### config.mk
export PLATFORM = sky130hd
export DESIGN_NAME = spi_master_multi
export DESIGN_NICKNAME = d
export VERILOG_FILES = /design/src/rtl/spi_master_multi.sv
export SDC_FILE = /design/constraint.sdc
export NUM_CORES = 1
export LEC_CHECK = 0
export ABC_AREA = 1
export BUFFER_PORTS_ARGS = -buffer_cell sky130_fd_sc_hd__buf_4
export CAP_MARGIN = 20
export CORE_ASPECT_RATIO = 1.25
export CORE_MARGIN = 2
export CORE_UTILIZATION = 25
export CTS_BUF_LIST = sky130_fd_sc_hd__clkbuf_8
export CTS_CLUSTER_DIAMETER = 100
export DETAILED_ROUTE_END_ITERATION = 8
export SYNTH_ARGS = -nofsm -noshare
export SYNTH_HDL_FRONTEND = slang
export SYNTH_SLANG_ARGS = --single-unit
### constraint.sdc
create_clock -name Clk -period 3.99 [get_ports Clk]
set_input_delay 0.798 -clock Clk [delete_from_list [all_inputs] [get_ports Clk]]
set_output_delay 0.798 -clock Clk [all_outputs]
set_load 0.03 [all_outputs]
### src/rtl/spi_master_multi.sv
// Synchronous SPI master with all four modes, a programmable half-period divider, MSB/LSB-first
// shifting and one-hot active-low slave selects that can be held across back-to-back transfers.
module spi_master_multi #(
    parameter int unsigned DATA_WIDTH = 8,
    parameter int unsigned NUM_SS     = 4,
    parameter int unsigned DIV_WIDTH  = 8,
    localparam int unsigned SelWidth  = (NUM_SS > 1) ? $clog2(NUM_SS) : 1
) (
    input  logic                  Clk,
    input  logic                  Reset,
    input  logic                  Start,
    input  logic [1:0]            MODE,
    input  logic                  LsbFirst,
    input  logic                  HoldSS,
    input  logic [DIV_WIDTH-1:0]  ClkDiv,
    input  logic [SelWidth-1:0]   SsSel,
    input  logic [DATA_WIDTH-1:0] TxData,
    output logic                  Busy,
    output logic                  Done,
    output logic [DATA_WIDTH-1:0] RxData,
    input  logic                  MISO,
    output logic                  SClk,
    output logic                  MOSI,
    output logic [NUM_SS-1:0]     SS_n
);

    localparam int unsigned BitWidth = $clog2(DATA_WIDTH);
    localparam logic [BitWidth-1:0] LastBit = BitWidth'(DATA_WIDTH - 1);

    // StSwitch is a one-cycle gap that releases a held select before asserting a different one.
    typedef enum logic [2:0] {StIdle, StSwitch, StSetup, StLead, StTrail, StHold} state_e;

    function automatic logic first_bit(logic [DATA_WIDTH-1:0] v, logic lsb);
        return lsb ? v[0] : v[DATA_WIDTH-1];
    endfunction

    function automatic logic [DATA_WIDTH-1:0] shift_out(logic [DATA_WIDTH-1:0] v, logic lsb);
        return lsb ? (v >> 1) : (v << 1);
    endfunction

    function automatic logic [DATA_WIDTH-1:0] shift_in(logic [DATA_WIDTH-1:0] v, logic lsb,
                                                       logic b);
        return lsb ? {b, v[DATA_WIDTH-1:1]} : {v[DATA_WIDTH-2:0], b};
    endfunction

    // Out-of-range indices leave every line deasserted.
    function automatic logic [NUM_SS-1:0] decode_ss(logic [SelWidth-1:0] sel);
        logic [NUM_SS-1:0] ss;
        ss = '1;
        for (int i = 0; i < int'(NUM_SS); i++) begin
            if (sel == SelWidth'(i)) ss[i] = 1'b0;
        end
        return ss;
    endfunction

    state_e                state_q, state_d;
    logic [DIV_WIDTH-1:0]  cnt_q, cnt_d;
    logic [DIV_WIDTH-1:0]  div_q, div_d;
    logic [BitWidth-1:0]   bit_q, bit_d;
    logic                  cpol_q, cpol_d;
    logic                  cpha_q, cpha_d;
    logic                  lsb_q, lsb_d;
    logic                  hold_cfg_q, hold_cfg_d;
    logic [SelWidth-1:0]   sel_q, sel_d;
    logic                  hold_q, hold_d;
    logic [SelWidth-1:0]   held_sel_q, held_sel_d;
    logic [DATA_WIDTH-1:0] tx_q, tx_d;
    logic [DATA_WIDTH-1:0] rx_sh_q, rx_sh_d;
    logic [DATA_WIDTH-1:0] rx_q, rx_d;
    logic                  mosi_q, mosi_d;
    logic                  sclk_q, sclk_d;
    logic [NUM_SS-1:0]     ss_n_q, ss_n_d;
    logic                  busy_q, busy_d;
    logic                  done_q, done_d;

    logic accept;
    logic tick;

    // Busy stays high through the Done cycle, so that cycle cannot accept.
    assign accept = Start && !busy_q && (state_q == StIdle);
    assign tick   = (cnt_q == div_q);

    always_ff @(posedge Clk or posedge Reset) begin
        if (Reset) begin
            state_q    <= StIdle;
            cnt_q      <= '0;
            div_q      <= '0;
            bit_q      <= '0;
            cpol_q     <= 1'b0;
            cpha_q     <= 1'b0;
            lsb_q      <= 1'b0;
            hold_cfg_q <= 1'b0;
            sel_q      <= '0;
            hold_q     <= 1'b0;
            held_sel_q <= '0;
            tx_q       <= '0;
            rx_sh_q    <= '0;
            rx_q       <= '0;
            mosi_q     <= 1'b0;
            sclk_q     <= 1'b0;
            ss_n_q     <= '1;
            busy_q     <= 1'b0;
            done_q     <= 1'b0;
        end else begin
            state_q    <= state_d;
            cnt_q      <= cnt_d;
            div_q      <= div_d;
            bit_q      <= bit_d;
            cpol_q     <= cpol_d;
            cpha_q     <= cpha_d;
            lsb_q      <= lsb_d;
            hold_cfg_q <= hold_cfg_d;
            sel_q      <= sel_d;
            hold_q     <= hold_d;
            held_sel_q <= held_sel_d;
            tx_q       <= tx_d;
            rx_sh_q    <= rx_sh_d;
            rx_q       <= rx_d;
            mosi_q     <= mosi_d;
            sclk_q     <= sclk_d;
            ss_n_q     <= ss_n_d;
            busy_q     <= busy_d;
            done_q     <= done_d;
        end
    end

    always_comb begin
        state_d    = state_q;
        div_d      = div_q;
        bit_d      = bit_q;
        cpol_d     = cpol_q;
        cpha_d     = cpha_q;
        lsb_d      = lsb_q;
        hold_cfg_d = hold_cfg_q;
        sel_d      = sel_q;
        hold_d     = hold_q;
        held_sel_d = held_sel_q;
        tx_d       = tx_q;
        rx_sh_d    = rx_sh_q;
        rx_d       = rx_q;
        mosi_d     = mosi_q;
        ss_n_d     = ss_n_q;
        busy_d     = busy_q;
        done_d     = 1'b0;
        sclk_d     = sclk_q;

        if (state_q == StIdle || state_q == StSwitch) begin
            cnt_d = '0;
        end else begin
            cnt_d = tick ? '0 : cnt_q + DIV_WIDTH'(1);
        end

        case (state_q)
            StIdle: begin
                if (accept) begin
                    cpol_d     = MODE[1];
                    cpha_d     = MODE[0];
                    lsb_d      = LsbFirst;
                    hold_cfg_d = HoldSS;
                    div_d      = ClkDiv;
                    sel_d      = SsSel;
                    bit_d      = '0;
                    if (hold_q && (SsSel != held_sel_q)) begin
                        state_d = StSwitch;
                        ss_n_d  = '1;
                        tx_d    = TxData;
                    end else begin
                        state_d = StSetup;
                        ss_n_d  = decode_ss(SsSel);
                        if (!MODE[0]) begin
                            mosi_d = first_bit(TxData, LsbFirst);
                            tx_d   = shift_out(TxData, LsbFirst);
                        end else begin
                            tx_d = TxData;
                        end
                    end
                end
            end
            StSwitch: begin
                state_d = StSetup;
                ss_n_d  = decode_ss(sel_q);
                if (!cpha_q) begin
                    mosi_d = first_bit(tx_q, lsb_q);
                    tx_d   = shift_out(tx_q, lsb_q);
                end
            end
            StSetup: begin
                if (tick) begin
                    state_d = StLead;
                    if (!cpha_q) begin
                        rx_sh_d = shift_in(rx_sh_q, lsb_q, MISO);
                    end else begin
                        mosi_d = first_bit(tx_q, lsb_q);
                        tx_d   = shift_out(tx_q, lsb_q);
                    end
                end
            end
            StLead: begin
                if (tick) begin
                    state_d = StTrail;
                    if (cpha_q) begin
                        rx_sh_d = shift_in(rx_sh_q, lsb_q, MISO);
                    end else if (bit_q != LastBit) begin
                        mosi_d = first_bit(tx_q, lsb_q);
                        tx_d   = shift_out(tx_q, lsb_q);
                    end
                end
            end
            StTrail: begin
                if (tick) begin
                    if (bit_q == LastBit) begin
                        state_d = StHold;
                    end else begin
                        state_d = StLead;
                        bit_d   = bit_q + BitWidth'(1);
                        if (!cpha_q) begin
                            rx_sh_d = shift_in(rx_sh_q, lsb_q, MISO);
                        end else begin
                            mosi_d = first_bit(tx_q, lsb_q);
                            tx_d   = shift_out(tx_q, lsb_q);
                        end
                    end
                end
            end
            StHold: begin
                if (tick) begin
                    state_d    = StIdle;
                    done_d     = 1'b1;
                    rx_d       = rx_sh_q;
                    hold_d     = hold_cfg_q;
                    held_sel_d = sel_q;
                    if (!hold_cfg_q) ss_n_d = '1;
                end
            end
            default: begin
                state_d = StIdle;
            end
        endcase

        if (done_q) busy_d = 1'b0;
        if (accept) busy_d = 1'b1;

        // Idle SClk follows the live CPOL input; otherwise it tracks the state being entered.
        if (state_d == StIdle) begin
            sclk_d = MODE[1];
        end else if (state_d == StLead) begin
            sclk_d = ~cpol_d;
        end else begin
            sclk_d = cpol_d;
        end
    end

    assign Busy   = busy_q;
    assign Done   = done_q;
    assign RxData = rx_q;
    assign SClk   = sclk_q;
    assign MOSI   = mosi_q;
    assign SS_n   = ss_n_q;

endmodule

==> results.py <==
metrics = {
    "cts": {
        "tritoncts.num_buffers": 9,
        "clk_latency_ns": 0.35,
        "htree_num_levels": 3,
        "clockRootBuffer": "clkbuf_8",
        "cts_resized": 0,
        "reg_clk_slew_reported_paths_ns": 0.08,
        "cts.path.max_buffers": 2,
        "cts_num_sinks": 63,
        "hold_buffers": 0,
        "tritoncts": "done",
        "post-cts-setup-buffer-count": 0,
    },
    "setup_path": {
        "critical-path-max-stage-delay_ns": 0.59,
        "number_of_gates_on_the_worst_path_with_buffers_counted": 9,
        "worst-r2r-cell-count": 9,
        "timing.critical_path.slowest_stage_cell": "nor3_4",
        "reg2reg_to": "tx_q[6]",
        "crit_path_start_kind": "register",
        "startpoint": "cnt_q[2]",
        "crit_path_max_delay_family": "simple AND/OR/NAND/NOR gates",
        "path_common_cell": "nor2_1",
        "timing.critical_path.to": "tx_q[6]",
        "worst_setup_path_end_kind": "register",
        "rrSetupSlack_ns": 1.71,
        "worstSetupPathType": "register to register",
        "critical_path_buf_inv_count": 1,
        "cp_data_required_time_ns": 4.26,
        "worst_ep_arrival_time_ns": 2.55,
        "worst_r2r_startpoint": "cnt_q[2]",
        "cp_cell_sequence": "xnor2_1 -> nand2_1 -> nor2_2 -> nand2_2 -> inv_1 -> nor2_1 -> nor3_4 -> nor2_1 -> a31oi_1",
        "timing.critical_path.fanout_max": 18,
    },
    "floorplan": {
        "initial_utilization_pct": 25.6,
        "std_cell_rows": 47,
        "die_h_um": 134,
        "fp.dieArea_sq_um": 14600,
        "core_area_sq_um": 13300,
        "die_x_um": 108,
        "io-pin-count": 42,
    },
    "finish": {
        "post_route_cells_drive_above_1_share_pct": 17.7,
        "syn_to_final_growth_pct": 20.5,
        "commonest_non_fill_non_tap_cell_in_the_layout": "nand2_1",
        "layout.cells.most_common_list": "nand2_1, dfrtp_1, o21ai_0, inv_1, buf_4",
        "area.sequential_sq_um": 1580,
        "filler_cell_count": 1427,
        "fin_area_sq_um": 4100,
        "design.final.nets": 510,
        "finish.utilization_pct": 30.8,
        "diodes": 0,
        "multi_input_area_sq_um": 1530,
    },
    "yosys": {
        "synth.net_count": 468,
        "avg_inst_size_synth_sq_um": 7.74,
        "synth.lib_cells_used.distinct": 40,
        "synth.cell_area_sq_um": 3400,
        "ys.warnings.count": 0,
        "ys_seq_elements": 63,
        "synthArstFlopShare_pct": 100,
        "synth-seq-area-share_pct": 46.5,
        "synth_ff_type": "dfrtp_1",
        "number_of_synthesized_flops_with_an_enable_pin": 0,
        "syn_inst": 439,
    },
    "sta": {
        "fmaxAchievable_mhz": 439,
        "setup-tns-final_ns": 0,
        "final_critical_path_setup_slack_ns": 1.71,
        "clock_skew_ns": 0.0119,
        "time_the_worst_path_needs_with_i_o_delays_and_setup_ns": 2.28,
        "setup_violations": 0,
        "worst_slew_pin_slew_ns": 0.890,
        "timing.final.crit_share_pct": 57.1,
        "report.final.slew_viol_count": 0,
        "worst_slew_margin_rel_pct": 40.6,
        "grt_setup_unrepaired": "false",
        "report.final.hold_viol_count": 0,
    },
    "run_status": {
        "outcome": "completed",
    },
    "flow_run": {
        "cap_violations": 0,
    },
    "grt": {
        "grt_start_max_net_pins": 38,
        "track_usage_pct": 11.7,
        "antenna_found_initial": 0,
        "grt_overflow_total": 0,
        "grt_first_pass_wirelength_um": 13400,
        "first_global_vias": 2876,
    },
    "power_and_ir_drop": {
        "ir_drop_mv": 0.193,
        "powerDensity_nw_per_um2": 514,
        "static-leakage-power_nw": 1.98,
        "finalPower_mw": 2.10,
    },
    "routing": {
        "vias": 2973,
        "finalWirelength_um": 7970,
        "first_pass_iters": 5,
        "remaining_drc_errors": 0,
        "wl_per_cell_um": 12.1,
        "dr.first_iter.drc_count": 199,
        "route.detailed.vias_per_inst": 4.53,
        "drtAntennaViolNets": 0,
    },
    "placed_design": {
        "dpl_cell_area_sq_um": 3860,
        "detailedPlace.worstSlack_ns": 1.60,
        "gp_congestion": 0.893,
        "port_buffers": 41,
        "dp_hpwl_um": 5970,
    },
    "hold_path": {
        "worst_hold_path_type": "register to register",
    },
}
-- flip-flops by register name (all words and copies together), names as in the netlist --
| name | cells |
|---|---|
| tx_q | 8 |
| state_q | 3 |
| rx_sh_q | 8 |
| RxData | 8 |
| Done | 1 |
| bit_q | 3 |
| SS_n | 4 |
| Busy | 1 |
| cpha_q | 1 |
| held_sel_q | 2 |
| SClk | 1 |
| cpol_q | 1 |
| div_q | 8 |
| lsb_q | 1 |
| hold_q | 1 |
| MOSI | 1 |
| cnt_q | 8 |
| hold_cfg_q | 1 |
| sel_q | 2 |
-- per-stage QoR --
stage | std cells | hold WS [ns]
floorplan | 439 | 0.459
global placement | 641 | 0.460
detailed placement | 641 | 0.479
CTS | 657 | 0.492
global route | 657 | 0.510
finish | 657 | 0.479
-- Yosys cell counts (all sizes together) (3+ instances only) --
cell type,instances,share of area [%]
a21oi,9,1.7
a31oi,7,1.3
buf,6,1.4
clkbuf,6,0.66
clkinv,3,0.33
dfrtp,59,43
dfstp,4,3.1
ha,3,1.1
inv,54,6.0
nand2,143,16
nand3,19,2.9
nor2,33,4.6
nor3,4,1.1
o211ai,7,1.5
o21ai,60,9.1
o221ai,4,1.0
xnor2,6,1.5
-- how the worst min path moves through the flow --
stage	from	to	cells past startpoint
2_1_floorplan	hold_cfg_q	hold_cfg_q	2
3_3_place_gp	MOSI	MOSI	2
3_5_place_dp	div_q[6]	div_q[6]	2
4_1_cts	SS_n[1]	SS_n[1]	2
5_1_grt	SS_n[1]	SS_n[1]	2
6_report	Done	Busy	1
-- routing by layer --
layer	GRT usage [%]	routed length, um	vias to the layer above
met1	14.3	3520	1380
li1	-	-	1501
met5	0	0	-
met4	5.41	198	0
met2	19.3	3890	75
met3	2.92	365	17
-- where the power goes --
| part | internal [mW] | switching (mW) |
|---|---|---|
| Sequential | 0.780 | 0.115 |
| Combinational | 0.225 | 0.344 |
| Clock | 0.372 | 0.269 |
-- cells by family (layout without fill, tap and decap cells) --
| family | after synthesis | after routing | share of synthesized area (%) |
|---|---|---|---|
| compound gates | 91 | 91 | 15.6 |
| xor+xnor | 8 | 8 | 2.06 |
| fa+ha+maj | 3 | 3 | 1.10 |
| buf+inv | 69 | 116 | 8.39 |
| flops | 63 | 63 | 46.5 |
| mux | 1 | 1 | 0.294 |
| simple gates | 204 | 204 | 26.0 |
-- cell type report --
type	instances	share of cell area, %
well taps	171	5.22
clock inverters	6	2.26
multi-input cells	307	37.4
inverters	57	5.22
flip-flops and latches	63	38.6
repair buffers	43	7.88
clock buffers	10	3.36
Power figures use the tool's default switching activity.
